## src/rtl/step_pulse_gen_if.sv

```systemverilog
// Command and status bundle between the packet executor and the step pulse generator.
// The executor drives the command side; the generator drives step/dir and status.
interface step_pulse_gen_if #(
    parameter int ACC_WIDTH = 32
);
    logic                 load;
    logic                 abort;
    logic [ACC_WIDTH-1:0] in_velocity;
    logic [31:0]          in_steps;
    logic                 in_dir;
    logic                 step;
    logic                 dir;
    logic                 busy;
    logic                 done;
    logic                 aborted;
    logic                 overrun;
    logic [31:0]          steps_left;

    modport master (
        output load, abort, in_velocity, in_steps, in_dir,
        input  step, dir, busy, done, aborted, overrun, steps_left
    );

    modport slave (
        input  load, abort, in_velocity, in_steps, in_dir,
        output step, dir, busy, done, aborted, overrun, steps_left
    );
endinterface

```

## src/rtl/step_pulse_gen.sv

```systemverilog
// DDS-paced step/dir pulse generator for one stepper driver.
// A phase accumulator overflow requests each step; pulse high and low times are enforced.
module step_pulse_gen #(
    parameter int ACC_WIDTH   = 32,
    parameter int PULSE_WIDTH = 10,
    parameter int DIR_SETUP   = 5
) (
    input logic             clk,
    input logic             rst,
    step_pulse_gen_if.slave bus
);

    localparam int CNT_MAX = (PULSE_WIDTH > DIR_SETUP) ? PULSE_WIDTH : DIR_SETUP;
    localparam int CNT_W   = $clog2(CNT_MAX + 1);

    typedef enum logic [2:0] {IDLE, SETUP, RUN, HIGH, LOW} state_t;

    state_t state, next_state;

    logic [ACC_WIDTH-1:0] acc_q, acc_d;
    logic [ACC_WIDTH-1:0] velocity_q, velocity_d;
    logic [CNT_W-1:0]     cnt_q, cnt_d;
    logic                 pending_q, pending_d;
    logic                 abort_pend_q, abort_pend_d;
    logic                 step_q, step_d;
    logic                 dir_q, dir_d;
    logic                 busy_q, busy_d;
    logic                 done_q, done_d;
    logic                 aborted_q, aborted_d;
    logic                 overrun_q, overrun_d;
    logic [31:0]          steps_left_q, steps_left_d;

    logic [ACC_WIDTH:0]   sum;
    logic                 carry;
    logic                 accept;
    logic                 cnt_last;
    logic                 has_left;
    logic                 abort_now;
    logic                 req;

    assign sum       = {1'b0, acc_q} + {1'b0, velocity_q};
    assign carry     = sum[ACC_WIDTH];
    assign accept    = bus.load & ~bus.abort;
    assign cnt_last  = (cnt_q == CNT_W'(1));
    assign has_left  = (steps_left_q != 32'd0);
    assign abort_now = abort_pend_q | bus.abort;
    // A carry arriving in the very cycle LOW ends is as good as a pending request.
    assign req       = pending_q | carry;

    always_ff @(posedge clk or negedge rst) begin
        if (!rst) begin
            state <= IDLE;
        end else begin
            state <= next_state;
        end
    end

    always_comb begin
        next_state = state;
        case (state)
            IDLE: begin
                if (accept && (bus.in_steps != 32'd0)) begin
                    next_state = SETUP;
                end
            end
            SETUP: begin
                if (bus.abort) begin
                    next_state = IDLE;
                end else if (cnt_last) begin
                    next_state = RUN;
                end
            end
            RUN: begin
                if (bus.abort) begin
                    next_state = IDLE;
                end else if (carry) begin
                    next_state = HIGH;
                end
            end
            HIGH: begin
                if (cnt_last) begin
                    next_state = LOW;
                end
            end
            LOW: begin
                if (cnt_last) begin
                    if (abort_now || !has_left) begin
                        next_state = IDLE;
                    end else if (req) begin
                        next_state = HIGH;
                    end else begin
                        next_state = RUN;
                    end
                end
            end
            default: next_state = IDLE;
        endcase
    end

    always_comb begin
        acc_d        = acc_q;
        velocity_d   = velocity_q;
        cnt_d        = cnt_q;
        pending_d    = pending_q;
        abort_pend_d = abort_pend_q;
        step_d       = step_q;
        dir_d        = dir_q;
        busy_d       = busy_q;
        done_d       = 1'b0;
        aborted_d    = aborted_q;
        overrun_d    = overrun_q;
        steps_left_d = steps_left_q;
        case (state)
            IDLE: begin
                if (accept) begin
                    dir_d        = bus.in_dir;
                    steps_left_d = bus.in_steps;
                    velocity_d   = bus.in_velocity;
                    acc_d        = '0;
                    pending_d    = 1'b0;
                    abort_pend_d = 1'b0;
                    aborted_d    = 1'b0;
                    overrun_d    = 1'b0;
                    cnt_d        = CNT_W'(DIR_SETUP);
                    busy_d       = (bus.in_steps != 32'd0);
                    done_d       = (bus.in_steps == 32'd0);
                end
            end
            SETUP: begin
                if (bus.abort) begin
                    done_d    = 1'b1;
                    aborted_d = 1'b1;
                    busy_d    = 1'b0;
                end else if (!cnt_last) begin
                    cnt_d = cnt_q - CNT_W'(1);
                end
            end
            RUN: begin
                if (bus.abort) begin
                    done_d    = 1'b1;
                    aborted_d = 1'b1;
                    busy_d    = 1'b0;
                end else begin
                    acc_d = sum[ACC_WIDTH-1:0];
                    if (carry) begin
                        step_d       = 1'b1;
                        steps_left_d = steps_left_q - 32'd1;
                        cnt_d        = CNT_W'(PULSE_WIDTH);
                    end
                end
            end
            HIGH: begin
                acc_d = sum[ACC_WIDTH-1:0];
                if (carry && has_left) begin
                    if (pending_q) overrun_d = 1'b1;
                    else           pending_d = 1'b1;
                end
                if (bus.abort) abort_pend_d = 1'b1;
                if (cnt_last) begin
                    step_d = 1'b0;
                    cnt_d  = CNT_W'(PULSE_WIDTH);
                end else begin
                    cnt_d = cnt_q - CNT_W'(1);
                end
            end
            LOW: begin
                acc_d = sum[ACC_WIDTH-1:0];
                if (!cnt_last) begin
                    if (carry && has_left) begin
                        if (pending_q) overrun_d = 1'b1;
                        else           pending_d = 1'b1;
                    end
                    if (bus.abort) abort_pend_d = 1'b1;
                    cnt_d = cnt_q - CNT_W'(1);
                end else if (abort_now || !has_left) begin
                    done_d       = 1'b1;
                    busy_d       = 1'b0;
                    aborted_d    = abort_now;
                    pending_d    = 1'b0;
                    abort_pend_d = 1'b0;
                end else if (req) begin
                    // Keep one request queued when a new carry lands on a consumed pending.
                    step_d       = 1'b1;
                    steps_left_d = steps_left_q - 32'd1;
                    cnt_d        = CNT_W'(PULSE_WIDTH);
                    pending_d    = pending_q & carry;
                end
            end
            default: ;
        endcase
    end

    always_ff @(posedge clk or negedge rst) begin
        if (!rst) begin
            acc_q        <= '0;
            velocity_q   <= '0;
            cnt_q        <= '0;
            pending_q    <= 1'b0;
            abort_pend_q <= 1'b0;
            step_q       <= 1'b0;
            dir_q        <= 1'b0;
            busy_q       <= 1'b0;
            done_q       <= 1'b0;
            aborted_q    <= 1'b0;
            overrun_q    <= 1'b0;
            steps_left_q <= 32'd0;
        end else begin
            acc_q        <= acc_d;
            velocity_q   <= velocity_d;
            cnt_q        <= cnt_d;
            pending_q    <= pending_d;
            abort_pend_q <= abort_pend_d;
            step_q       <= step_d;
            dir_q        <= dir_d;
            busy_q       <= busy_d;
            done_q       <= done_d;
            aborted_q    <= aborted_d;
            overrun_q    <= overrun_d;
            steps_left_q <= steps_left_d;
        end
    end

    assign bus.step       = step_q;
    assign bus.dir        = dir_q;
    assign bus.busy       = busy_q;
    assign bus.done       = done_q;
    assign bus.aborted    = aborted_q;
    assign bus.overrun    = overrun_q;
    assign bus.steps_left = steps_left_q;

endmodule

```

## src/flat_wrapper.sv

```systemverilog
// flat-port wrapper written by rule: the top's interface ports become plain ports
module step_pulse_gen_flat 
#(
    parameter int ACC_WIDTH   = 32,
    parameter int PULSE_WIDTH = 10,
    parameter int DIR_SETUP   = 5
)
  (clk, rst, bus_load, bus_abort, bus_in_velocity, bus_in_steps, bus_in_dir, bus_step, bus_dir, bus_busy, bus_done, bus_aborted, bus_overrun, bus_steps_left);
  step_pulse_gen_if #(.ACC_WIDTH(ACC_WIDTH)) bus_i ();
  input logic clk;
  input logic rst;
  input wire logic [$bits(bus_i.load)-1:0] bus_load;
  input wire logic [$bits(bus_i.abort)-1:0] bus_abort;
  input wire logic [$bits(bus_i.in_velocity)-1:0] bus_in_velocity;
  input wire logic [$bits(bus_i.in_steps)-1:0] bus_in_steps;
  input wire logic [$bits(bus_i.in_dir)-1:0] bus_in_dir;
  output wire logic [$bits(bus_i.step)-1:0] bus_step;
  output wire logic [$bits(bus_i.dir)-1:0] bus_dir;
  output wire logic [$bits(bus_i.busy)-1:0] bus_busy;
  output wire logic [$bits(bus_i.done)-1:0] bus_done;
  output wire logic [$bits(bus_i.aborted)-1:0] bus_aborted;
  output wire logic [$bits(bus_i.overrun)-1:0] bus_overrun;
  output wire logic [$bits(bus_i.steps_left)-1:0] bus_steps_left;
  assign bus_i.load = bus_load;
  assign bus_i.abort = bus_abort;
  assign bus_i.in_velocity = bus_in_velocity;
  assign bus_i.in_steps = bus_in_steps;
  assign bus_i.in_dir = bus_in_dir;
  assign bus_step = bus_i.step;
  assign bus_dir = bus_i.dir;
  assign bus_busy = bus_i.busy;
  assign bus_done = bus_i.done;
  assign bus_aborted = bus_i.aborted;
  assign bus_overrun = bus_i.overrun;
  assign bus_steps_left = bus_i.steps_left;
  step_pulse_gen #(.ACC_WIDTH(ACC_WIDTH), .PULSE_WIDTH(PULSE_WIDTH), .DIR_SETUP(DIR_SETUP)) u_core (.clk(clk), .rst(rst), .bus(bus_i));
endmodule
```

## config.mk

```make
export PLATFORM = sky130hd
export DESIGN_NAME = step_pulse_gen_flat
export DESIGN_NICKNAME = d
export VERILOG_FILES = /design/src/rtl/step_pulse_gen_if.sv /design/src/rtl/step_pulse_gen.sv /design/src/flat_wrapper.sv
export SDC_FILE = /design/constraint.sdc
export NUM_CORES = 1
export LEC_CHECK = 0
export CORE_UTILIZATION = 35
export DETAILED_ROUTE_END_ITERATION = 8
export SYNTH_ARGS = -nofsm -noshare
export SYNTH_HDL_FRONTEND = slang
export SYNTH_SLANG_ARGS = --single-unit
```

## constraint.sdc

```tcl
create_clock -name clk -period 2.6 [get_ports clk]
set_input_delay 0.26 -clock clk [delete_from_list [all_inputs] [get_ports clk]]
set_output_delay 0.26 -clock clk [all_outputs]
set_load 0.02 [all_outputs]
```

# Word level (Yosys, flattened, before mapping)
# Index checks and enable logic that the tools add are counted.
# word_totals
regBits,111
in_bits,69
output_inout_bits,38
elab_cells,135
# op_classes
n_addsub,3
eq_ne,24
mux,64
bitwise,5
n_reduce_logical,26
# op_table
operator,count
two-way mux 32 bit,8
case mux 32 bit (3 select lines),2
nonzero test 32 bit,2
two-way mux 4 bit,9
adder 32 x 32 -> 33 bit,1
zero test 32 bit,1
"subtractor 32 x 1 -> 32 bit, second input constant",1
two-way mux 1 bit,28
two-way mux 3 bit,8
case mux 1 bit (3 select lines),7
case mux 4 bit (5 select lines),1
"!= test 2 x 1 -> 1 bit, second input constant",8
case mux 3 bit (5 select lines),1
nonzero test 3 bit,5
AND reduction 7 bit,2
AND reduction 3 bit,4
"!= test 2 bit, second input constant",5
AND reduction 5 bit,2
"!= test 3 bit, second input constant",3
AND reduction 8 bit,1
"equality test 3 x 2 -> 1 bit, second input constant",2
"!= test 3 x 2 -> 1 bit, second input constant",2
nonzero test 5 bit,1
"equality test 4 x 1 -> 1 bit, second input constant",1
13 further kinds,17

# Logic depth before layout (Yosys ltp)
# Gate-level depths: netlist (run 1).
# logic_depth
ltp_word,6
ltp_mapped,14
mapped_depth_nobuf,12

# Least setup slack after synthesis (run 1)
# Ideal clock, no wire load.
# synth_path
path_type,reg2reg
startpoint,register u_core.velocity_q[0]
endpoint,register u_core.cnt_q[3]
setup_time_ns,0.128
arrival_time_ns,2.522
required_time_ns,2.472
setup_slack_ns,-0.049
path_stages_with_launch,12
path_buffers,0
synth_period_minus_slack_ns,2.649
path_cell_list,dfrtp_1 > ha_1 > inv_1 > fa_1 > nand2b_1 > a21oi_1 > o211ai_2 > a21oi_1 > nor3b_2 > a31oi_1 > a2bb2oi_1 > mux2_1
# synth_via
elab_chain_cells,4
word_cells_on_any_way,5
classes_between,1 x add/sub; 2 x eq/ne; 1 x bitwise; 1 x reduce/logical
# synth_lines
element,line,source
from (decl),step_pulse_gen.sv:21,"logic [ACC_WIDTH-1:0] velocity_q, velocity_d;"
from (signal assigned),step_pulse_gen.sv:209,velocity_q <= velocity_d;
adder 32 x 32 -> 33 bit *,step_pulse_gen.sv:41,"assign sum = {1'b0, acc_q} + {1'b0, velocity_q};"
OR 1 bit,step_pulse_gen.sv:48,assign req = pending_q | carry;
!= test 3 bit (no line),--,
AND reduction 8 bit (no line) *,--,
to (signal assigned),step_pulse_gen.sv:210,cnt_q <= cnt_d;
to (decl),step_pulse_gen.sv:22,"logic [CNT_W-1:0] cnt_q, cnt_d;"
# Every way passes the cells marked *; elsewhere a longest branch is shown, timed or not.
# A chain may end at the register's enable or synchronous reset.

# Worst setup path in the final report (run 1)
# layout_path
startpoint,register u_core.velocity_q[14]
endpoint,register u_core.acc_q[28]
# layout_via
elab_chain_cells,3
# layout_lines
element,line,source
adder 32 x 32 -> 33 bit *,step_pulse_gen.sv:41,
two-way mux 32 bit,step_pulse_gen.sv:139,if (bus.abort) begin
case mux 32 bit (3 select lines) *,step_pulse_gen.sv:113,case (state)
to (signal assigned),step_pulse_gen.sv:195,acc_q <= '0;
to (signal assigned),step_pulse_gen.sv:208,acc_q <= acc_d;
to (decl),step_pulse_gen.sv:20,"logic [ACC_WIDTH-1:0] acc_q, acc_d;"
# Every way passes the cells marked *; elsewhere a longest branch is shown, timed or not. The select of a mux whose other input is x is not followed.

==> results of run 1 <==
cells by family (layout without fill, tap and decap cells):
kind of cell    Yosys count  in the layout
compound gates          279            279
xor+xnor                 28             28
fa+ha+maj                37             37
buf+inv                  58            261
flops                   111            111
mux                      35             35
other cells               0              1
simple gates            233            233
report_power, final:
part	internal [mW]	switching (mW)
combinational	3.82	3.78
clock	0.991	0.663
sequential	2.47	0.702
layer usage:
metal  wire, um  part of all wire [%]  track usage, %
met1      10200                    48            27.8
met4        385                   1.8            7.29
met5          0                     0               0
met3        574                   2.7            2.55
met2       9920                    47            31.6
layout make-up:
class | count | area [um^2] | share of cell area (%)
inverters | 23 | 86.3 | 0.836
multi-input cells | 612 | 4650 | 45.1
well taps | 265 | 332 | 3.21
diodes | 1 | 2.50 | 0.0242
clock inverters | 3 | 90.1 | 0.873
clock buffers | 12 | 256 | 2.49
repair buffers | 223 | 2120 | 20.6
flip-flops and latches | 111 | 2780 | 26.9
per-stage QoR:
stage | setup TNS (ps) | hold WS, ps
3_5_place_dp | -4840 | 263
4_1_cts | -166 | 408
6_report | -1130 | 401
5_1_grt | -6220 | 475
3_3_place_gp | -1700 | 266
2_1_floorplan | 0 | -35.6
Yosys cell counts, types with 4 or more instances:
cell | instances | share of area, %
clkbuf_1 | 23 | 1.2
a22o_1 | 27 | 3.3
nand2b_1 | 10 | 0.87
a22oi_1 | 10 | 1.0
a211oi_1 | 6 | 0.63
a21oi_1 | 73 | 5.1
nand4_1 | 7 | 0.61
o21a_1 | 4 | 0.42
or3_1 | 10 | 0.87
and2_1 | 4 | 0.35
a31oi_1 | 7 | 0.61
nand3_1 | 19 | 1.3
mux2_2 | 33 | 5.2
o22ai_1 | 5 | 0.44
o31ai_1 | 6 | 0.63
a21o_1 | 18 | 1.9
xor2_1 | 10 | 1.2
a32o_1 | 6 | 0.84
nor2_1 | 76 | 4.0
nor4_1 | 15 | 1.3
dfrtp_1 | 111 | 39
o211ai_1 | 6 | 0.63
nor3_1 | 15 | 1.0
a21oi_2 | 6 | 0.73
xnor2_1 | 18 | 2.2
nor2b_1 | 6 | 0.52
ha_1 | 36 | 6.3
buf_2 | 5 | 0.35
o21ai_0 | 69 | 4.8
inv_1 | 23 | 1.2
nand2_1 | 48 | 2.5
o21ai_1 | 4 | 0.28
state kept, by name (all words and copies together) (netlist names):
register / cells
u_core.bus.overrun: 1
u_core.bus.busy: 1
u_core.state: 3
u_core.pending_q: 1
u_core.bus.steps_left: 32
u_core.cnt_q: 4
u_core.velocity_q: 32
u_core.bus.step: 1
u_core.acc_q: 32
u_core.bus.dir: 1
u_core.bus.done: 1
u_core.bus.aborted: 1
u_core.abort_pend_q: 1
repair_timing:
action / 4_1_cts / 5_1_grt
setup endpoints to repair: 44 / 50
buffers inserted: 6 / 12
gates resized for setup: 25 / 109
cloned: 2 / 5
hold buffers: 1 / 0
pin swaps: 8 / 37
endpoints found under the hold margin: 30 / 0
path summary, 6_finish.rpt:
kind	end	slack (ps)	depth (start not counted)
worst max-delay path	u_core.acc_q[28]	-80	11
worst min-delay path	u_core.bus.steps_left[5]	400	2
min in group clk	u_core.bus.busy	490	2
worst max register to register	u_core.acc_q[28]	-80	11
max in group asynchronous	u_core.bus.steps_left[24]	1460	3
worst min register to register	u_core.bus.busy	490	2
==> impl_metrics.py, run 1 <==
metrics = {
    "timing": {
        "worst_pin_slew_ps": 705,
        "final.period_utilization_pct": 103,
        "slew_violations": 0,
        "rsz0062_at_grt": "true",
        "fmax_mhz": 374,
        "worst_slack_ps": -77.0,
        "finalClockSkew_ps": 8.58,
        "finalHoldViolCount": 0,
        "max-slew-margin-rel_pct": 52.9,
        "setup_viol": 28,
        "fin_crit_ps": 2680,
    },
    "placed_design": {
        "gp_congestion": 0.852,
        "place_area_um2": 9160,
        "place_ws_ps": -191,
        "io_buffers": 106,
        "dp.cells": 1209,
        "place_hpwl_mm": 14.5,
    },
    "global_routing": {
        "grt_first_pass_wirelength_mm": 34.0,
        "grt_max_degree": 57,
        "grt.overflow.total": 0,
        "antenna_found_initial": 1,
        "track_usage_pct": 20.0,
        "grt_pass1_vias": 6718,
    },
    "yosys": {
        "ys.flop_type": "dfrtp_1",
        "synth-edff-count": 0,
        "yosysSeqAreaShare_pct": 38.8,
        "postSynthAreaPerCell_um2": 9.16,
        "synth-seq-cells": 111,
        "yosysUniqueCellTypes": 73,
        "synth-xor-area-share_pct": 3.43,
        "yosys.area_share.simple_pct": 16.3,
        "synth_compound_area_share_pct": 25.8,
        "synth_nets": 887,
        "synthesis.area_um2": 7160,
        "synth.mux.area_fraction_pct": 5.49,
        "synthArstFlopShare_pct": 100,
        "synthAdderAreaFrac_pct": 6.57,
        "synth_top_family_by_area": "compound AO/OA/AOI/OAI gates",
        "synth_cells": 781,
        "yosysWarnings": 0,
    },
    "setup_path": {
        "crit_slowest_cell": "dfrtp_1",
        "regToRegStartpoint": "u_core.velocity_q[14]",
        "critPathLaunchType": "register",
        "timing.critical_path.arrival_ps": 2930,
        "cp_data_required_time_ps": 2860,
        "critical_path.top_delay_family": "simple AND/OR/NAND/NOR gates",
        "endpoint_kind": "register",
        "critPathBufInv": 1,
        "worst-setup-path-type": "reg -> reg",
        "slowest_delay_ps": 400,
        "cp_cell_sequence": "ha_1 -> and3_1 -> and2_1 -> a22oi_2 -> buf_4 -> nand2_4 -> o41ai_4 -> nor3_1 -> or3_1 -> xor2_1 -> a22o_1",
        "startpoint": "u_core.velocity_q[14]",
        "worstPathMaxFanout": 3,
    },
    "clock_tree": {
        "htree_levels": 3,
        "clock_path_buffers": 2,
        "clkTransAtPathRegs_ps": 70,
        "cts_tree": "yes",
        "clk_latency_ps": 360,
        "cts-root-buf": "clkbuf_16",
        "cts_inserted_buffers": 9,
        "numClockSinks": 111,
    },
    "layout": {
        "instances_no_fill": 1250,
        "area_growth_pct": 44.2,
        "num-nets-final": 1086,
        "design_area_um2": 10300,
        "drive_above_1_share_pct": 27.1,
        "fin_util_pct": 52.2,
        "nFillCells": 1835,
        "final_common_cell": "dfrtp_1",
        "mostFrequentLayoutCells": "111 x dfrtp_1, 105 x clkdlybuf4s50_1, 103 x buf_4, 72 x nor2_1, 54 x a21oi_1",
    },
    "routing": {
        "drtAntennaViolNets": 0,
        "first_pass_iters": 5,
        "drt_first_iter_violations": 448,
        "routedWlPerCell_um": 16.8,
        "routed_wl_mm": 21.1,
        "avgViaCountPerCell": 5.41,
        "num_vias": 6765,
        "drc": 0,
    },
    "floorplanning": {
        "io_pins": 107,
        "die_h_um": 145,
        "start_util_pct": 36.2,
        "core_um2": 19800,
        "die_x_um": 145,
        "row_count": 51,
        "fp.dieArea_um2": 21000,
    },
    "power": {
        "power_density_nw_per_um2": 1200,
        "ir_drop_uv": 463,
        "power.total_mw": 12.4,
        "p_leak_nw": 4.34,
    },
    "worst_hold_path": {
        "hp-class": "in -> async",
    },
    "outcome": {
        "status": "finished, violations left",
        "violations": "negative setup slack",
    },
    "run": {
        "cap_violations": 0,
    },
}
(Power assumes the default switching activity.)
==> run 2: changes to the inputs <==
- GPL_TIMING_DRIVEN: not set -> 0
- SETUP_SLACK_MARGIN: not set -> 0.4
==> run 2 against run 1 <==
  * The flow still finishes with violations (negative setup slack)
  * Clock skew up 0.82 ps
  * Non-clock buffer count down 16
  * Hold slack worse by 3.1 ps
  * Via count up 2.9%
  * Routed wire length up 4.4%
  * Combinational power up 2%
  * Sequential power up 3%
  * Critical endpoint is now u_core.bus.steps_left[21]
==> impl_metrics.py, run 2 (synthesis gave the netlist of run 1 again) <==
metrics = {
    "placed_design": {
        "dp.cells": 1153,
        "gp_congestion": 0.914,
        "place_hpwl_mm": 14.3,
        "io_buffers": 106,
        "place_ws_ps": -315,
    },
    "global_routing": {
        "track_usage_pct": 20.1,
        "grt.overflow.total": 0,
        "grt_pass1_vias": 6574,
        "grt_max_degree": 68,
        "antenna_found_initial": 0,
        "grt_first_pass_wirelength_mm": 34.2,
    },
    "timing": {
        "finalClockSkew_ps": 9.40,
        "finalHoldViolCount": 0,
        "final.period_utilization_pct": 104,
        "slew_violations": 0,
        "rsz0062_at_grt": "true",
        "max-slew-margin-rel_pct": 58.2,
        "worst_pin_slew_ps": 627,
        "setup_viol": 23,
        "fin_crit_ps": 2690,
        "tns_ps": -1190,
        "fmax_mhz": 371,
        "worst_slack_ps": -94.5,
    },
    "floorplanning": {
        "start_util_pct": 36.2,
        "io_pins": 107,
        "row_count": 51,
        "core_um2": 19800,
        "die_h_um": 145,
        "fp.dieArea_um2": 21000,
        "die_x_um": 145,
    },
    "power": {
        "power_density_nw_per_um2": 1210,
        "ir_drop_uv": 592,
        "p_leak_nw": 4.36,
        "power.total_mw": 12.6,
    },
    "setup_path": {
        "worstPathMaxFanout": 6,
        "reg2regPathDepth": 12,
        "endpoint": "u_core.bus.steps_left[21]",
        "endpoint_kind": "register",
        "critPathLaunchType": "register",
        "rrSetupSlack_ps": -90,
        "worst_r2r_endpoint": "u_core.bus.steps_left[21]",
        "regToRegStartpoint": "u_core.velocity_q[15]",
        "timing.critical_path.arrival_ps": 2990,
        "cp_data_required_time_ps": 2890,
        "startpoint": "u_core.velocity_q[15]",
        "worst-setup-path-type": "reg -> reg",
    },
    "worst_hold_path": {
        "hp-class": "in -> async",
    },
    "clock_tree": {
        "cts_inserted_buffers": 9,
        "cts_tree": "yes",
        "clkTransAtPathRegs_ps": 80,
        "htree_levels": 3,
        "clock_path_buffers": 2,
        "clk_latency_ps": 360,
        "numClockSinks": 111,
        "cts-root-buf": "clkbuf_16",
    },
    "routing": {
        "drt_first_iter_violations": 365,
        "routedWlPerCell_um": 17.8,
        "drtAntennaViolNets": 0,
        "first_pass_iters": 5,
        "avgViaCountPerCell": 5.64,
        "routed_wl_mm": 22.0,
        "drc": 0,
        "num_vias": 6962,
    },
    "layout": {
        "drive_above_1_share_pct": 31.0,
        "fin_util_pct": 52.9,
        "num-nets-final": 1070,
        "area_growth_pct": 46.3,
        "instances_no_fill": 1234,
        "mostFrequentLayoutCells": "109 x dfrtp_1, 105 x clkdlybuf4s50_1, 67 x nor2_1, 44 x nand2_1, 43 x a21oi_1",
        "final_common_cell": "dfrtp_1",
        "antennaDiodeCount": 0,
        "nFillCells": 1794,
    },
    "run": {
        "cap_violations": 0,
    },
    "outcome": {
        "status": "finished, violations left",
        "violations": "negative setup slack",
    },
}
[run 2: repair_timing]
action                                 CTS  global route
gates resized for setup                117           111
hold buffers                             1             0
buffers inserted                        37            21
setup endpoints to repair              103           102
endpoints found under the hold margin   44             0
pin swaps                               46            35
cloned                                   5             1
[run 2: through the flow]
stage	area, um^2	hold slack, ps
after floorplan	7290	-35.6
after global placement	8690	467
after detailed placement	8710	222
after CTS	9890	409
after global routing	10500	444
final	10500	398
[run 2: final cells by class]
cell class,count,area (um^2),share of cell area [%]
Sequential cell,111,2780,26.5
Tap cell,265,332,3.17
Multi-Input combinational cell,612,4900,46.8
Timing Repair Buffer,172,1770,16.9
Inverter,23,86.3,0.824
Buffer,35,265,2.53
Clock inverter,4,73.8,0.705
Clock buffer,12,267,2.54
[run 2: power breakdown]
part / leakage [nW] / switching [mW] / total, mW / internal [mW]
Clock: 0.169 / 0.665 / 1.59 / 0.927
Sequential: 1.37 / 0.815 / 3.28 / 2.47
Combinational: 2.82 / 3.98 / 7.75 / 3.77
[run 2: worst min path at each step]
stage                  startpoint                   endpoint  slack, ps  cells past startpoint
2_1_floorplan                 rst        u_core.abort_pend_q        -40                      0
5_1_grt                       rst  u_core.bus.steps_left[17]        440                      2
6_report                      rst  u_core.bus.steps_left[17]        400                      2
4_1_cts                       rst  u_core.bus.steps_left[17]        410                      2
3_5_place_dp                  rst  u_core.bus.steps_left[17]        220                      1
3_3_place_gp   u_core.bus.aborted         u_core.bus.aborted        470                      2
[run 2: routing by layer]
| metal | vias to the layer above | global-route usage, % | share of wire, % |
|---|---|---|---|
| met5 | - | 0 | 0 |
| met4 | 0 | 7.39 | 2.3 |
| met3 | 49 | 3.24 | 6.9 |
| met2 | 299 | 31.7 | 46 |
| met1 | 3322 | 27.7 | 44 |
| li1 | 3292 | - | - |
[run 2: critical path, stage by stage (launching register included)]
cell and delay [ps]:
dfrtp_1 420, ha_4 280, and3_2 270, and2_4 180
a22oi_2 200, a21oi_2 110, nor3b_4 340, o21ai_2 110
and2_4 180, buf_8 130, buf_6 130, clkbuf_16 150
a21oi_2 110
==> run 3: changes to the inputs <==
- CAP_MARGIN: not set -> 5
- clock period: 2.6 -> 3.1 ns (I/O delays scaled with it)
==> run 3 against run 2 <==
  * The run now ends clean
  * Sequential share of layout area increased by 2.9 points
  * First-iteration DRC count increased by 36%
  * Non-clock buffer count decreased by 42
  * Via count decreased by 5.1%
==> impl_metrics.py, run 3 (synthesis gave the netlist of run 1 again) <==
metrics = {
    "timing": {
        "finalHoldViolCount": 0,
        "setup_viol": 0,
        "worst_pin_slew_ps": 724,
        "max-slew-margin-rel_pct": 51.7,
        "rsz0062_at_grt": "true",
        "finalClockSkew_ps": 12.5,
        "fmax_mhz": 363,
        "final.period_utilization_pct": 88.8,
        "fin_crit_ps": 2750,
        "slew_violations": 0,
        "worst_slack_ps": 347,
    },
    "setup_path": {
        "endpoint_kind": "register",
        "worstPathMaxFanout": 6,
        "regToRegStartpoint": "u_core.acc_q[16]",
        "timing.critical_path.arrival_ps": 2990,
        "worst_r2r_endpoint": "u_core.bus.steps_left[17]",
        "rrSetupSlack_ps": 350,
        "worst-setup-path-type": "reg -> reg",
        "critPathLaunchType": "register",
        "reg2regPathDepth": 13,
        "cp_data_required_time_ps": 3340,
    },
    "global_routing": {
        "track_usage_pct": 19.7,
        "antenna_found_initial": 0,
        "grt_max_degree": 83,
        "grt_pass1_vias": 6524,
        "grt_first_pass_wirelength_mm": 33.7,
        "grt.overflow.total": 0,
    },
    "clock_tree": {
        "cts-root-buf": "clkbuf_16",
        "cts_inserted_buffers": 9,
        "numClockSinks": 111,
        "clock_path_buffers": 2,
        "htree_levels": 3,
        "clk_latency_ps": 360,
        "clkTransAtPathRegs_ps": 80,
        "cts_tree": "yes",
    },
    "routing": {
        "drt_first_iter_violations": 495,
        "routedWlPerCell_um": 17.1,
        "num_vias": 6606,
        "avgViaCountPerCell": 5.54,
        "first_pass_iters": 5,
        "drc": 0,
        "routed_wl_mm": 20.4,
        "drtAntennaViolNets": 0,
    },
    "layout": {
        "mostFrequentLayoutCells": "111 x dfrtp_1, 105 x clkdlybuf4s50_1, 75 x nor2_1, 64 x o21ai_0, 54 x a21oi_1",
        "area_growth_pct": 32.0,
        "final_common_cell": "dfrtp_1",
        "instances_no_fill": 1192,
        "fin_util_pct": 47.8,
        "num-nets-final": 1028,
        "design_area_um2": 9450,
        "drive_above_1_share_pct": 17.0,
        "antennaDiodeCount": 0,
    },
    "power": {
        "p_leak_nw": 3.91,
        "power_density_nw_per_um2": 990,
        "ir_drop_uv": 362,
        "power.total_mw": 9.35,
    },
    "floorplanning": {
        "start_util_pct": 36.2,
        "fp.dieArea_um2": 21000,
        "row_count": 51,
        "die_h_um": 145,
        "core_um2": 19800,
        "die_x_um": 145,
        "io_pins": 107,
    },
    "placed_design": {
        "dp.cells": 1153,
        "place_area_um2": 8580,
        "place_hpwl_mm": 14.4,
        "place_ws_ps": -85.1,
        "gp_congestion": 0.870,
        "io_buffers": 106,
    },
    "worst_hold_path": {
        "hp-class": "in -> async",
    },
    "outcome": {
        "status": "completed",
    },
    "run": {
        "cap_violations": 0,
    },
}
run 3: cell count changes in the layout (fill, tap and decap cells not counted), moves of 7 or more:
cell	previous run	this run
ha_1	20	27
clkbuf_1	4	17
o21ai_2	27	3
o21ai_1	15	6
nor2_1	67	75
buf_6	21	7
o21ai_0	28	64
a21oi_1	43	54
buf_4	38	21
a21oi_2	29	22
clkbuf_2	17	5
run 3: timing repair:
| item | CTS | global route |
|---|---|---|
| resized for setup | 35 | 46 |
| endpoints found under the setup margin | 44 | 66 |
| pin swaps | 15 | 13 |
| cloned | 0 | 2 |
| hold buffers | 1 | 0 |
| buffers inserted | 12 | 8 |
| hold endpoints to repair | 29 | 0 |
run 3: worst max-delay path, stage by stage, from the launching register on:
cell and delay, ps:
dfrtp_1 390, ha_1 300, buf_6 130, and4_4 190, and2_4 140, a22oi_2 240
a21oi_2 110, nor3b_4 360, o21ai_2 120, and2_4 200, buf_8 140, clkbuf_16 160
a21oi_2 110, a21oi_1 50
run 3: cell type report:
| cell class | instances | area (um^2) |
|---|---|---|
| Timing Repair Buffer | 130 | 1300 |
| Inverter | 23 | 86.3 |
| Tap cell | 265 | 332 |
| Multi-Input combinational cell | 612 | 4400 |
| Fill cell | 1899 | 10300 |
| Buffer | 35 | 216 |
| Sequential cell | 111 | 2780 |
| Clock inverter | 7 | 114 |
| Clock buffer | 9 | 225 |
run 3: per-stage QoR:
step	hold slack (ps)	TNS, ps
2_1_floorplan	14.4	0
3_3_place_gp	468	-329270
3_5_place_dp	213	-1040
4_1_cts	396	0
5_1_grt	415	0
6_report	391	0
run 3: routing by layer:
metal | track usage, % | part of all wire, %
met1 | 28.1 | 48
met2 | 30.6 | 46
met3 | 2.58 | 4.5
met4 | 6.17 | 2.2
met5 | 0 | 0
run 3: worst max-delay path by stage:
| stage | start | to | cells past startpoint | slack (ps) |
|---|---|---|---|---|
| 2_1_floorplan | u_core.velocity_q[0] | u_core.cnt_q[3] | 11 | 450 |
| 3_3_place_gp | rst | u_core.velocity_q[10] | 1 | -2970 |
| 3_5_place_dp | u_core.velocity_q[5] | u_core.bus.steps_left[25] | 11 | -90 |
| 4_1_cts | u_core.acc_q[16] | u_core.bus.steps_left[17] | 13 | 320 |
| 5_1_grt | u_core.velocity_q[9] | u_core.bus.steps_left[17] | 12 | 220 |
| 6_report | u_core.acc_q[16] | u_core.bus.steps_left[17] | 13 | 350 |
run 3: where the power goes:
group | total, mW | switching (mW) | internal, mW
Combinational | 5.34 | 2.87 | 2.48
Sequential | 2.68 | 0.616 | 2.07
Clock | 1.33 | 0.596 | 0.730
